File: src/rtl/pcr_access_arbiter.sv
// Arbitrates core and host requests onto the single-port PCR file, one access at a time.
// Optional host anti-starvation counter is built when PCR_ARB_STARVE_EN is defined.
module pcr_access_arbiter #(
  parameter int ADDR_W       = 5,
  parameter int DATA_W       = 64,
  parameter int STARVE_LIMIT = 8
) (
  input  logic              clk,
  input  logic              reset_n,
  input  logic              io_core_req_valid,
  output logic              io_core_req_ready,
  input  logic              io_core_req_rw,
  input  logic [ADDR_W-1:0] io_core_req_addr,
  input  logic [DATA_W-1:0] io_core_req_data,
  output logic              io_core_resp_valid,
  output logic [DATA_W-1:0] io_core_resp_data,
  input  logic              io_host_req_valid,
  output logic              io_host_req_ready,
  input  logic              io_host_req_rw,
  input  logic [ADDR_W-1:0] io_host_req_addr,
  input  logic [DATA_W-1:0] io_host_req_data,
  output logic              io_host_resp_valid,
  input  logic              io_host_resp_ready,
  output logic [DATA_W-1:0] io_host_resp_data,
  output logic              io_pcr_en,
  output logic              io_pcr_wen,
  output logic [ADDR_W-1:0] io_pcr_addr,
  output logic [DATA_W-1:0] io_pcr_wdata,
  input  logic [DATA_W-1:0] io_pcr_rdata,
  output logic              io_busy,
  output logic [1:0]        dbg_state
);

  // Request channels: a transfer happens in a cycle where valid and ready are both high.
  // Ready is only ever raised in IDLE for the arbitration winner; requesters keep valid and
  // fields stable until that cycle. The host response holds until resp_ready is seen high.

  typedef enum logic [1:0] {
    ST_IDLE  = 2'd0,
    ST_ISSUE = 2'd1,
    ST_CAPT  = 2'd2,
    ST_RESP  = 2'd3
  } state_t;

  state_t            state_q, state_d;
  logic              owner_q, owner_d;   // 1 = host owns the access
  logic              rw_q, rw_d;
  logic [ADDR_W-1:0] addr_q, addr_d;
  logic [DATA_W-1:0] data_q, data_d;
  logic [DATA_W-1:0] resp_data_q, resp_data_d;
  logic              core_grant;
  logic              host_grant;
  logic              host_first;

`ifdef PCR_ARB_STARVE_EN
  localparam int CNT_W = $clog2(STARVE_LIMIT + 1);
  logic [CNT_W-1:0] wait_cnt_q, wait_cnt_d;

  assign host_first = (wait_cnt_q >= CNT_W'(STARVE_LIMIT));

  always_comb begin
    wait_cnt_d = wait_cnt_q;
    if (host_grant) begin
      wait_cnt_d = '0;
    end else if (state_q == ST_IDLE && io_host_req_valid &&
                 wait_cnt_q < CNT_W'(STARVE_LIMIT)) begin
      wait_cnt_d = wait_cnt_q + CNT_W'(1);
    end
  end

  always_ff @(posedge clk or negedge reset_n) begin
    if (!reset_n) begin
      wait_cnt_q <= '0;
    end else begin
      wait_cnt_q <= wait_cnt_d;
    end
  end
`else
  assign host_first = 1'b0;
`endif

  always_comb begin
    state_d     = state_q;
    owner_d     = owner_q;
    rw_d        = rw_q;
    addr_d      = addr_q;
    data_d      = data_q;
    resp_data_d = resp_data_q;
    core_grant  = 1'b0;
    host_grant  = 1'b0;
    case (state_q)
      ST_IDLE: begin
        if (io_core_req_valid && !(io_host_req_valid && host_first)) begin
          core_grant = 1'b1;
        end else if (io_host_req_valid) begin
          host_grant = 1'b1;
        end
        if (core_grant) begin
          owner_d = 1'b0;
          rw_d    = io_core_req_rw;
          addr_d  = io_core_req_addr;
          data_d  = io_core_req_data;
          state_d = ST_ISSUE;
        end else if (host_grant) begin
          owner_d = 1'b1;
          rw_d    = io_host_req_rw;
          addr_d  = io_host_req_addr;
          data_d  = io_host_req_data;
          state_d = ST_ISSUE;
        end
      end
      ST_ISSUE: state_d = ST_CAPT;
      ST_CAPT: begin
        resp_data_d = rw_q ? '0 : io_pcr_rdata;
        state_d     = ST_RESP;
      end
      ST_RESP: begin
        if (!owner_q || io_host_resp_ready) begin
          state_d = ST_IDLE;
        end
      end
      default: state_d = ST_IDLE;
    endcase
  end

  always_ff @(posedge clk or negedge reset_n) begin
    if (!reset_n) begin
      state_q     <= ST_IDLE;
      owner_q     <= 1'b0;
      rw_q        <= 1'b0;
      addr_q      <= '0;
      data_q      <= '0;
      resp_data_q <= '0;
    end else begin
      state_q     <= state_d;
      owner_q     <= owner_d;
      rw_q        <= rw_d;
      addr_q      <= addr_d;
      data_q      <= data_d;
      resp_data_q <= resp_data_d;
    end
  end

  // Readies are masked by reset so nothing looks accepted while reset is held.
  assign io_core_req_ready  = core_grant & reset_n;
  assign io_host_req_ready  = host_grant & reset_n;

  assign io_pcr_en          = (state_q == ST_ISSUE);
  assign io_pcr_wen         = io_pcr_en & rw_q;
  assign io_pcr_addr        = io_pcr_en ? addr_q : '0;
  assign io_pcr_wdata       = io_pcr_en ? data_q : '0;

  assign io_core_resp_valid = (state_q == ST_RESP) & ~owner_q;
  assign io_host_resp_valid = (state_q == ST_RESP) & owner_q;
  assign io_core_resp_data  = io_core_resp_valid ? resp_data_q : '0;
  assign io_host_resp_data  = io_host_resp_valid ? resp_data_q : '0;

  assign io_busy            = (state_q != ST_IDLE);
  assign dbg_state          = state_q;

endmodule

File: config.mk
export PLATFORM = sky130hd
export DESIGN_NAME = pcr_access_arbiter
export DESIGN_NICKNAME = d
export VERILOG_FILES = /design/src/rtl/pcr_access_arbiter.sv
export SDC_FILE = /design/constraint.sdc
export NUM_CORES = 1
export LEC_CHECK = 0
export ABC_AREA = 1
export BUFFER_PORTS_ARGS = -buffer_cell sky130_fd_sc_hd__buf_4
export CELL_PAD_IN_SITES_DETAIL_PLACEMENT = 0
export CELL_PAD_IN_SITES_GLOBAL_PLACEMENT = 1
export CORE_AREA = 2 2 163 165
export CTS_CLUSTER_SIZE = 12
export DETAILED_ROUTE_END_ITERATION = 12
export DIE_AREA = 0 0 165 167
export GPL_ROUTABILITY_DRIVEN = 0
export PLACE_DENSITY = 0.84
export SYNTH_ARGS = -nofsm -noshare
export SYNTH_HDL_FRONTEND = slang
export SYNTH_SLANG_ARGS = --single-unit
File: constraint.sdc
create_clock -name clk -period 3.8 [get_ports clk]
set_input_delay 0.76 -clock clk [delete_from_list [all_inputs] [get_ports clk]]
set_output_delay 0.76 -clock clk [all_outputs]
set_load 0.1 [all_outputs]
==> results.txt, run 1 <==
Avg Synthesized Cell Area: 6.80 µm²
Die Area: 27600 µm²
Reg clk slew, reported paths: 0.07 ns
Worst path top cell family by delay: simple AND/OR/NAND/NOR gates
P&R area growth vs syn: 49.0%
Post-DP Area: 10800 µm²
Leak: 0.00676 µW
DRT Pass-1 Iters: 5
register bit total from synthesis: 137
num ports: 415
GRT Util Overall: 0.182
Hold Buf Count CTS: 0
DP Wirelength: 18700 µm
Final WS setup: 0.434 ns
Vias: 7917
Slowest cell on crit path: or2_2
CTS resizes: 0
Worst Path Buf+Inv: 3
row count: 59
Final Critical Period: 3.37 ns
FF-to-FF path depth: 7
initial core utilization: 0.296
fin. max-slew vios: 0
syn_nets: 1336
max frequency: 297 MHz
Hold Crit Class: in2async
final net count: 1707
RSZ-0062 raised after global routing: no
antenna violations before repair: 0
share of layout cells above drive strength 1: 0.313
CP Max Fanout: 43
DRT antenna net count: 0
Setup Skew: 0.00998 ns
final hold viol count: 0
Max stage delay on crit path: 0.67 ns
pin count of the biggest net entering global routing: 130
worst r2r src: dbg_state[0]
VDD IR max: 0.493 mV
die width: 165 µm
Post-Synthesis Cells: 1123
total power density per cell area: 908 nW/µm²
outcome: complete, no violations
Longest Clk Path Bufs: 2
pre-CTS setup slack: 0.841 ns
H-tree Lvls: 4
crit path DAT: 2.61 ns
Critical Path, Cell by Cell: ha_1 > inv_1 > or2_2 > buf_4 > nor2_1 > buf_4
fillers: 2742
CTS tree: done
TNS Setup: 0 ns
# setup viols final: 0
number of port buffers: 414
CP endpoint kind: output pin
R2R Setup Slk: 1.48 ns
area occupied by multi-input gates: 2980 µm²
Clock Latency Late Sink: 0.42 ns
vias per cell: 4.30
gr ovfl total: 0
Ant. Diodes: 0
crit-path most repeated cell: buf_4
Num CTS Buffers: 17
crit start category: register
WP data required: 3.04 ns
Seq/Total Area, Yosys: 0.449
Finished Cell Area: 11400 µm²
Root Buffer: clkbuf_16
Final period util: 0.886
register area: 3430 µm²
Netlist cell types: 18
core area: 25800 µm²
Setup CP Type: reg2out
actual slew at the worst max-slew pin: 1.17 ns
max-slew headroom at the worst pin: 0.220
Chip Height: 167 µm
Netlist Area Pre-Place: 7640 µm²
number of global-route vias before repair: 7479
Post-CTS Setup Inserts: 0
MaxCap Viol Count: 0
first-pass GRT wire length: 39100 µm
FF-to-FF End: data_q[15]
CTS sink cnt: 137
# DRC: 0
Synth Warn #: 0
Routed wire per std cell: 13.8 µm
drt first-iter violations: 414
DRT Wirelength: 25400 µm
area by class of cell:
class	count	area share
tap	335	0.0368
inverter	214	0.0706
sequential	137	0.301
multi-input combinational	699	0.261
clock buffer	19	0.0380
clock inverter	12	0.0102
timing repair buffer	425	0.282
per-stage QoR:
stage / std cells / utilization / hold slack [ns] / total power [µW]
floorplan: 1123 / - / 0.449 / 7460
global placement: 1810 / 0.420 / 0.462 / 8770
CTS: 1841 / 0.442 / 0.195 / 10500
finish: 1841 / 0.442 / 0.201 / 10300
detailed placement: 1810 / 0.420 / 0.465 / 8840
global route: 1841 / 0.442 / 0.199 / 11000
synthesized netlist by cell type (all sizes together):
cell / number / area [µm²]
dfrtp: 137 / 3430
nor2: 130 / 510
nand3: 67 / 335
buf: 50 / 368
inv: 214 / 803
ha: 4 / 50.1
o21ai: 136 / 692
or2: 2 / 12.5
clkbuf: 23 / 86.3
nand2: 359 / 1350
nor3: 1 / 5.00
where the power goes:
part           leakage (µW)  internal, µW  switching, µW  total (µW)
logic               0.00478          1300           5070        6370
clock network      0.000253           905            675        1580
registers           0.00173          2110            269        2380
total               0.00676          4320           6020       10300
placed cells by master (no fill, tap or decap), types with 2 or more instances in the layout:
cell type / netlist / final
clkbuf_1: 23 / 2
inv_2: 2 / 2
nand2_1: 359 / 358
nand3_1: 67 / 67
buf_4: 10 / 423
inv_1: 212 / 212
dfrtp_1: 137 / 137
nor2_2: 9 / 9
clkinvlp_4: 0 / 5
o21ai_0: 135 / 135
nor2_1: 121 / 121
inv_6: 0 / 4
or2_2: 1 / 2
clkbuf_16: 0 / 17
ha_1: 4 / 2
worst reg2reg max path: stages, from the launching register on:
cell,delay (ns)
dfrtp_1,0.43
inv_1,0.15
ha_1,0.34
o21ai_4,0.20
inv_2,0.40
buf_4,0.53
nand2_1,0.14
nand2_1,0.08
sequential cells by signal (all words and copies together) (netlist names):
signal,cells
data_q,64
addr_q,5
owner_q,1
dbg_state,2
resp_data_q,64
rw_q,1
cell families after synthesis:
| group | synth area share |
|---|---|
| DFF | 0.449 |
| buffers and inverters | 0.165 |
| adders and majority gates | 0.00655 |
| AOI/OAI and AO/OA | 0.0906 |
| and+or+nand+nor | 0.289 |
per-layer routing:
layer  vias up  track usage  wire [µm]
li1       4054            -          -
met2       303        0.316      12500
met5         -            0          0
met1      3547        0.217      10500
met4         0       0.0491        242
met3        13       0.0535       2210
how the worst max path moves through the flow:
stage                       startpoint                     to  slack, ns  cells past startpoint
after CTS                 dbg_state[1]  io_core_resp_data[33]       0.38                      6
after global placement    dbg_state[1]  io_core_resp_data[45]       0.92                      6
final                     dbg_state[1]  io_core_resp_data[41]       0.43                      6
after detailed placement  dbg_state[1]  io_core_resp_data[33]       0.84                      6
after floorplan           dbg_state[1]  io_core_resp_data[14]      -0.04                      6
after global routing      dbg_state[1]  io_core_resp_data[41]       0.26                      6
No activity file was read; power rests on OpenSTA's default activity.
==> inputs of run 2 (changes only) <==
==> constraint.sdc (replaced) <==
create_clock -name clk -period 4.3 [get_ports clk]
set_input_delay 0.86 -clock clk [delete_from_list [all_inputs] [get_ports clk]]
set_output_delay 0.86 -clock clk [all_outputs]
set_load 0.1 [all_outputs]
==> results.txt, run 2 (synthesis results as in run 1) <==
total power density per cell area: 814 nW/µm² (was 908 nW/µm²)
number of global-route vias before repair: 7413 (was 7479)
Die Area: 27600 µm² (unchanged)
Longest Clk Path Bufs: 2 (unchanged)
actual slew at the worst max-slew pin: 1.20 ns (was 1.17 ns)
MaxCap Viol Count: 0 (unchanged)
Root Buffer: clkbuf_16 (unchanged)
Vias: 7940 (was 7917)
final hold viol count: 0 (unchanged)
pin count of the biggest net entering global routing: 141 (was 130)
DP Wirelength: 18800 µm (was 18700 µm)
# setup viols final: 0 (unchanged)
max-slew headroom at the worst pin: 0.202 (was 0.220)
CP endpoint kind: output pin (unchanged)
WP data required: 3.44 ns (was 3.04 ns)
first-pass GRT wire length: 39100 µm (about the same)
Post-CTS Setup Inserts: 0 (unchanged)
Setup Skew: 0.00963 ns (was 0.00998 ns)
largest registers: data_q x64, resp_data_q x64, addr_q x5 (unchanged)
FF-to-FF path depth: 6 (was 7)
Final Critical Period: 3.29 ns
Leak: 0.00679 µW (was 0.00676 µW)
final net count: 1704 (was 1707)
gr ovfl total: 0 (unchanged)
Chip Height: 167 µm (unchanged)
DRT Pass-1 Iters: 4 (was 5)
P&R area growth vs syn: 49.4% (was 49.0%)
Reg clk slew, reported paths: 0.06 ns (was 0.07 ns)
Slowest cell on crit path: nand2_2 (was or2_2)
drt first-iter violations: 347 (was 414)
crit path DAT: 2.43 ns (was 2.61 ns)
critical path depth: 4 (was 6)
CTS sink cnt: 137 (unchanged)
Final period util: 0.765
H-tree Lvls: 4 (unchanged)
cell count after placement: 1807 (was 1810)
most frequent cells in the layout: 421 x buf_4, 358 x nand2_1, 212 x inv_1 (was 423 x buf_4, 358 x nand2_1, 212 x inv_1)
Setup CP Type: reg2out (unchanged)
max frequency: 304 MHz
core area: 25800 µm² (unchanged)
worst r2r src: dbg_state[0] (unchanged)
Crit. Startpoint: dbg_state[1] (unchanged)
Clock Latency Late Sink: 0.42 ns (about the same)
Worst path top cell family by delay: simple AND/OR/NAND/NOR gates (unchanged)
die width: 165 µm (unchanged)
RSZ-0062 raised after global routing: no (unchanged)
Num CTS Buffers: 17 (unchanged)
CP Max Fanout: 65 (was 43)
share of layout cells above drive strength 1: 0.313 (about the same)
CTS tree: done (unchanged)
vias per cell: 4.32 (was 4.30)
outcome: complete, no violations (unchanged)
Final WS setup: 1.01 ns (was 0.434 ns)
DRT Wirelength: 25600 µm (was 25400 µm)
VDD IR max: 0.386 mV (was 0.493 mV)
DRT antenna net count: 0 (unchanged)
commonest non-fill, non-tap cell in the layout: buf_4 (unchanged)
CTS resizes: 0 (unchanged)
Max stage delay on crit path: 0.62 ns (was 0.67 ns)
Critical Path, Cell by Cell: ha_1 > nand2_2 > nor2_1 > buf_4 (was ha_1 > inv_1 > or2_2 > buf_4 > nor2_1 > buf_4)
initial core utilization: 0.296 (unchanged)
antenna violations before repair: 1 (was 0)
num ports: 415 (unchanged)
fin. max-slew vios: 0 (unchanged)
Hold Crit Class: in2async (unchanged)
pre-CTS setup slack: 1.39 ns (was 0.841 ns)
TNS Setup: 0 ns (unchanged)
Hold Buf Count CTS: 0 (unchanged)
row count: 59 (unchanged)
Ant. Diodes: 0 (unchanged)
number of port buffers: 414 (unchanged)
GRT Util Overall: 0.181 (was 0.182)
crit start category: register (unchanged)
Worst Path Buf+Inv: 1 (was 3)
Final Instance Count excl. Fillers: 1837 (was 1841)
Layout Utilization: 0.443 (was 0.442)
Routed wire per std cell: 14.0 µm (was 13.8 µm)
# DRC: 0 (unchanged)
==> run 2: metrics by stage <==
stage	total power, µW	hold WS (ns)	cell area [µm²]
3_5_place_dp	7800	0.465	10800
5_1_grt	9820	0.275	11400
2_1_floorplan	6590	0.449	7640
6_report	9290	0.278	11400
4_1_cts	9390	0.272	11400
3_3_place_gp	7740	0.462	10800
==> run 2: final cells by class <==
type	count	area [µm²]
flip-flops and latches	137	3430
clock inverters	12	176
repair buffers	422	3170
well taps	335	419
multi-input cells	699	2980
fillers	2738	14400
inverters	214	803
clock buffers	18	439
==> run 2: where the power goes <==
part | switching [µW] | internal [µW]
registers | 235 | 1870
logic | 4500 | 1140
clock network | 579 | 979
==> run 2: metal layers <==
layer	up-vias	GRT usage	share of wire
met5	-	0	0.00070
met4	2	0.0469	0.013
met3	23	0.0486	0.081
met2	288	0.307	0.48
met1	3588	0.227	0.42
li1	4039	-	-
==> run 2: path summary, 6_finish.rpt <==
check	endpoint	slack [ns]
worst max-delay path	io_host_resp_data[37]	1.01
worst min-delay path	data_q[44]	0.28
worst max register to register	data_q[63]	2.02
worst min register to register	data_q[48]	0.48
max in group asynchronous	resp_data_q[48]	2.90
min in group clk	data_q[48]	0.48
==> run 2: worst reg2reg max path: cells and delay by family (launching register included) <==
| family | cells | cell delay, ns |
|---|---|---|
| compound gates | 1 | 0.12 |
| buf+inv | 2 | 1.01 |
| flops | 1 | 0.43 |
| fa+ha+maj | 1 | 0.34 |
| simple gates | 2 | 0.32 |
